===== src/rtl/bn_ab_sched.sv =====
// Channel sequencer for the normalization a/b datapath: reads per-channel
// statistics, drives the a/b calculator and writes coefficients out.
`timescale 1ns/1ps
module bn_ab_sched #(
    parameter int unsigned DATA_WIDTH = 16,
    parameter int unsigned MAX_CH     = 64,
    parameter int unsigned ADDR_WIDTH = $clog2(MAX_CH),
    parameter int unsigned CNT_WIDTH  = $clog2(MAX_CH + 1)
) (
    input  logic                         clk,
    input  logic                         rst_n,
    input  logic                         start,
    input  logic                         abort,
    input  logic [CNT_WIDTH-1:0]         num_ch,
    output logic                         busy,
    output logic                         done,
    output logic                         zero_std_err,
    output logic                         rd_en,
    output logic [ADDR_WIDTH-1:0]        rd_addr,
    input  logic signed [DATA_WIDTH-1:0] avg_in,
    input  logic signed [DATA_WIDTH-1:0] std_in,
    input  logic signed [DATA_WIDTH-1:0] gamma_in,
    input  logic signed [DATA_WIDTH-1:0] beta_in,
    output logic                         cal_valid,
    output logic signed [DATA_WIDTH-1:0] cal_avg,
    output logic signed [DATA_WIDTH-1:0] cal_std,
    output logic signed [DATA_WIDTH-1:0] cal_gamma,
    output logic signed [DATA_WIDTH-1:0] cal_beta,
    input  logic signed [DATA_WIDTH-1:0] cal_a,
    input  logic signed [DATA_WIDTH-1:0] cal_b,
    input  logic                         cal_valid_out,
    output logic                         wr_valid,
    input  logic                         wr_ready,
    output logic [ADDR_WIDTH-1:0]        wr_addr,
    output logic signed [DATA_WIDTH-1:0] wr_a,
    output logic signed [DATA_WIDTH-1:0] wr_b
);

    typedef enum logic [2:0] {
        S_IDLE, S_READ, S_LOAD, S_CALC, S_WRITE, S_DONE
    } state_t;

    state_t                       state_q, state_d;
    logic [ADDR_WIDTH-1:0]        ch_q, ch_d;
    logic [CNT_WIDTH-1:0]         count_q, count_d;
    logic                         zse_q, zse_d;
    logic signed [DATA_WIDTH-1:0] cal_avg_q, cal_avg_d;
    logic signed [DATA_WIDTH-1:0] cal_std_q, cal_std_d;
    logic signed [DATA_WIDTH-1:0] cal_gamma_q, cal_gamma_d;
    logic signed [DATA_WIDTH-1:0] cal_beta_q, cal_beta_d;
    logic [ADDR_WIDTH-1:0]        wr_addr_q, wr_addr_d;
    logic signed [DATA_WIDTH-1:0] wr_a_q, wr_a_d;
    logic signed [DATA_WIDTH-1:0] wr_b_q, wr_b_d;
    logic                         last_ch;

    assign last_ch = (CNT_WIDTH'(ch_q) == count_q - CNT_WIDTH'(1));

    always_ff @(posedge clk or negedge rst_n) begin
        if (!rst_n) begin
            state_q     <= S_IDLE;
            ch_q        <= '0;
            count_q     <= '0;
            zse_q       <= 1'b0;
            cal_avg_q   <= '0;
            cal_std_q   <= '0;
            cal_gamma_q <= '0;
            cal_beta_q  <= '0;
            wr_addr_q   <= '0;
            wr_a_q      <= '0;
            wr_b_q      <= '0;
        end else begin
            state_q     <= state_d;
            ch_q        <= ch_d;
            count_q     <= count_d;
            zse_q       <= zse_d;
            cal_avg_q   <= cal_avg_d;
            cal_std_q   <= cal_std_d;
            cal_gamma_q <= cal_gamma_d;
            cal_beta_q  <= cal_beta_d;
            wr_addr_q   <= wr_addr_d;
            wr_a_q      <= wr_a_d;
            wr_b_q      <= wr_b_d;
        end
    end

    always_comb begin
        state_d     = state_q;
        ch_d        = ch_q;
        count_d     = count_q;
        zse_d       = zse_q;
        cal_avg_d   = cal_avg_q;
        cal_std_d   = cal_std_q;
        cal_gamma_d = cal_gamma_q;
        cal_beta_d  = cal_beta_q;
        wr_addr_d   = wr_addr_q;
        wr_a_d      = wr_a_q;
        wr_b_d      = wr_b_q;
        // Abort freezes every register except state, so the sticky flag survives.
        if (abort) begin
            state_d = S_IDLE;
        end else begin
            case (state_q)
                S_IDLE: begin
                    if (start) begin
                        zse_d = 1'b0;
                        ch_d  = '0;
                        if (num_ch == '0) begin
                            state_d = S_DONE;
                        end else begin
                            state_d = S_READ;
                            count_d = (num_ch > CNT_WIDTH'(MAX_CH)) ? CNT_WIDTH'(MAX_CH) : num_ch;
                        end
                    end
                end
                S_READ: state_d = S_LOAD;
                S_LOAD: begin
                    cal_avg_d   = avg_in;
                    cal_gamma_d = gamma_in;
                    cal_beta_d  = beta_in;
                    if (std_in == '0) begin
                        cal_std_d = DATA_WIDTH'(1);
                        zse_d     = 1'b1;
                    end else begin
                        cal_std_d = std_in;
                    end
                    state_d = S_CALC;
                end
                S_CALC: begin
                    wr_addr_d = ch_q;
                    if (cal_valid_out) begin
                        wr_a_d = cal_a;
                        wr_b_d = cal_b;
                    end else begin
                        wr_a_d = '0;
                        wr_b_d = '0;
                        zse_d  = 1'b1;
                    end
                    state_d = S_WRITE;
                end
                S_WRITE: begin
                    if (wr_ready) begin
                        if (last_ch) begin
                            state_d = S_DONE;
                        end else begin
                            ch_d    = ch_q + ADDR_WIDTH'(1);
                            state_d = S_READ;
                        end
                    end
                end
                S_DONE:  state_d = S_IDLE;
                default: state_d = S_IDLE;
            endcase
        end
    end

    assign busy         = (state_q != S_IDLE);
    assign done         = (state_q == S_DONE);
    assign rd_en        = (state_q == S_READ);
    assign cal_valid    = (state_q == S_CALC);
    assign wr_valid     = (state_q == S_WRITE);
    assign rd_addr      = ch_q;
    assign zero_std_err = zse_q;
    assign cal_avg      = cal_avg_q;
    assign cal_std      = cal_std_q;
    assign cal_gamma    = cal_gamma_q;
    assign cal_beta     = cal_beta_q;
    assign wr_addr      = wr_addr_q;
    assign wr_a         = wr_a_q;
    assign wr_b         = wr_b_q;

endmodule


===== config.mk =====
export PLATFORM = sky130hd
export DESIGN_NAME = bn_ab_sched
export DESIGN_NICKNAME = d
export VERILOG_FILES = /design/src/rtl/bn_ab_sched.sv
export SDC_FILE = /design/constraint.sdc
export NUM_CORES = 1
export LEC_CHECK = 0
export ABC_AREA = 0
export CORE_MARGIN = 8
export CORE_UTILIZATION = 42
export CTS_BUF_LIST = sky130_fd_sc_hd__clkbuf_8 sky130_fd_sc_hd__clkbuf_16
export DETAILED_ROUTE_END_ITERATION = 16
export PLACE_DENSITY_LB_ADDON = 0.05
export SLEW_MARGIN = 30
export SYNTH_ARGS = -nofsm -noshare
export SYNTH_HDL_FRONTEND = slang
export SYNTH_SLANG_ARGS = --single-unit
export TNS_END_PERCENT = 100

===== constraint.sdc =====
create_clock -name clk -period 2.25 [get_ports clk]
set_input_delay 0.225 -clock clk [delete_from_list [all_inputs] [get_ports clk]]
set_output_delay 0.225 -clock clk [all_outputs]
set_load 0.05 [all_outputs]

==> results_dict.tcl <==
set metrics [dict create \
    outcome "finished, final reports clean" \
    cts-root-buf "clkbuf_16" \
    grt_use_total_pct 18.7 \
    max-cap-violations 0 \
    cp_cell_sequence "inv_1 > ha_1 > or2b_1 > o211a_1 > o31ai_4 > and4_1 > a21oi_1 > a2111oi_1" \
    cp_slowest_stage_delay_ns 0.42 \
    synth_cell_types 38 \
    crit_type "register to register" \
    area_growth_pct 62.0 \
    clkLatencyLatePin_ns 0.40 \
    syn_nets 532 \
    rsz0062_at_grt "false" \
    relSlewSlack_pct 58.6 \
    synth_edf_count 0 \
    whs_ns 0.378 \
    required_ns 2.51 \
    nets 763 \
    synth_area_um2 4940 \
    core_area_um2 11500 \
    ys.flop_type "dfrtp_1" \
    fin_util_pct 69.8 \
    dpl.hpwl_um 10900 \
    tns_ns 0 \
    synth.avg_cell_area_um2 11.7 \
    crit_start "count_q[0]" \
    async_reset_ff_share_pct 100 \
    gr-total-overflow 0 \
    worstSetupEndpointType "register" \
    numCtsBuffers 17 \
    die-area_um2 15500 \
    clk_pin_slew_worst_paths_ns 0.06 \
    hold_path.class "input pin to asynchronous set/reset pin" \
    powerDensity_nw_per_um2 1470 \
    grt_pass1_wl_um 23300 \
    grt_pass1_vias 4222 \
    finalSetupViolCount 0 \
    dp.cells 774 \
    numPortBuffers 222 \
    die_y_um 124 \
    final_common_cell "clkdlybuf4s50_1" \
    path_max_fanout 4 \
    cts_htree_levels 4 \
    ff2ff_setup_slack_ns 0.09 \
    seq_area_frac_synth_pct 60.3 \
    arrival_ns 2.42 \
    clock.fmax_ghz 0.463 \
    ys_warn_count 0 \
    vdd_drop_max_v 0.000996 \
    layout_setup_ws_ns 0.0894 \
    place_ws_ns 0.0538 \
    antenna_found_initial 0 \
    syn_inst 421 \
    leakage_nw 3.44 \
    ioPinCount 223 \
    clk_path_buf_depth 2 \
    critPathSlowestCell "a2111oi_1" \
    wirelength_um 14400 \
    hold_viol 0 \
    ant_nets 0 \
    vias 4011 \
    fp.dieW_um 124 \
    start_util_pct 43.1 \
    num_antenna_cells 0 \
    mostFrequentLayoutCells "clkdlybuf4s50_1 (216), dfrtp_1 (119), nand2_1 (81)" \
    finalNonFillerCells 808 \
    grt_max_degree 65 \
    drive_gt1_share_pct 18.6 \
    maxSlewViolCount 0 \
    clock_sinks 119 \
    synth_seq_cells 119 \
    drc 0 \
    fin_skew_ns 0.00501 \
    drt_pass1_iterations 4 \
    drt_iter0_markers 227 \
    worstMarginPinSlew_ns 0.621 \
    place.gp.congestion 0.852 \
    rr_startpoint "count_q[0]" \
    min_period_over_period_pct 96.0 \
    cts_tree "built" \
    detail_route.vias_per_cell 4.96 \
    num_rows 39 \
    reg2reg_depth 8 \
    period_needed_ns 2.16 \
    cp-start-kind "register" \
    wire_per_inst_um 17.8 \
]
-- power by group --
group          switching [mW]  total [mW]  internal [mW]
clock network           0.954        2.75           1.79
logic                    3.62        5.66           2.03
registers               0.408        3.33           2.92
-- per-stage QoR --
step	total power [mW]	cell area [um^2]
3_3_place_gp	8.96	7360
5_1_grt	12.2	8000
3_5_place_dp	9.06	7360
6_report	11.7	8000
4_1_cts	11.8	7980
2_1_floorplan	6.91	4940
-- layer usage --
| layer | track usage [%] | vias to the layer above | share of wire (%) |
|---|---|---|---|
| met1 | 22.2 | 1936 | 42 |
| met5 | 0 | - | 0 |
| met4 | 5.17 | 0 | 1.4 |
| li1 | - | 1912 | - |
| met2 | 31.2 | 149 | 50 |
| met3 | 6.81 | 14 | 6.4 |
-- worst max-delay path: cells and delay by family, from the launching register on --
kind	cells	cell delay, ns
compound gates	4	0.90
simple gates	2	0.50
flops	1	0.35
fa+ha+maj	1	0.23
buf+inv	1	0.05
-- Yosys cell counts, types with 2 or more instances --
library cell  count  area, um^2
xor2_1            2        17.5
o21ai_0          36         180
nor2_1            8        30.0
nand4_1           3        18.8
ha_1              2        25.0
xnor2_1           7        61.3
nor3_1            7        35.0
mux2_2           69         777
clkbuf_1         14        52.6
a21oi_1           6        30.0
o31ai_1           5        37.5
nand2b_1          4        25.0
nand2_1          81         304
and3_1            2        12.5
dfrtp_1         119        2980
nand3b_1          4        30.0
nand3_1           4        20.0
inv_1            11        41.3
a31oi_1           2        12.5
nor4_1            7        43.8
or3_1             3        18.8
buf_2             9        45.0
-- flip-flops by register name, indices dropped and copies added (netlist names) --
register      flops
state_q           3
cal_avg          16
cal_beta         16
cal_gamma        16
zero_std_err      1
wr_a             16
wr_addr           6
rd_addr           6
count_q           7
cal_std          16
wr_b             16
-- logic make-up after synthesis --
group           share of synthesized area [%]
buf+inv                                  3.04
compound gates                           6.77
mux                                      15.9
simple gates                             11.8
flops                                    60.3
fa+ha+maj                               0.507
xor+xnor                                 1.60
-- final timing paths --
| path | endpoint |
|---|---|
| max | state_q[2] |
| min | cal_gamma[9] |
| max reg2reg | state_q[2] |
| min reg2reg | wr_b[6] |
| max in group asynchronous | cal_std[9] |
| min in group clk | wr_b[6] |
-- cell type report --
cell class / count / area [um^2]
timing repair buffer: 236 / 2350
multi-input combinational: 267 / 1840
sequential: 119 / 2980
fill: 886 / 3470
clock inverter: 13 / 154
tap: 143 / 179
clock buffer: 19 / 453
inverter: 11 / 41.3
-- repair_timing --
action	in CTS	in global routing
pin swaps	0	2
hold endpoints to repair	46	0
hold buffers	1	0
gates resized for setup	2	4
endpoints found under the setup margin	4	5
buffers inserted	1	0
Note: power is estimated with default switching activity, not from simulation.
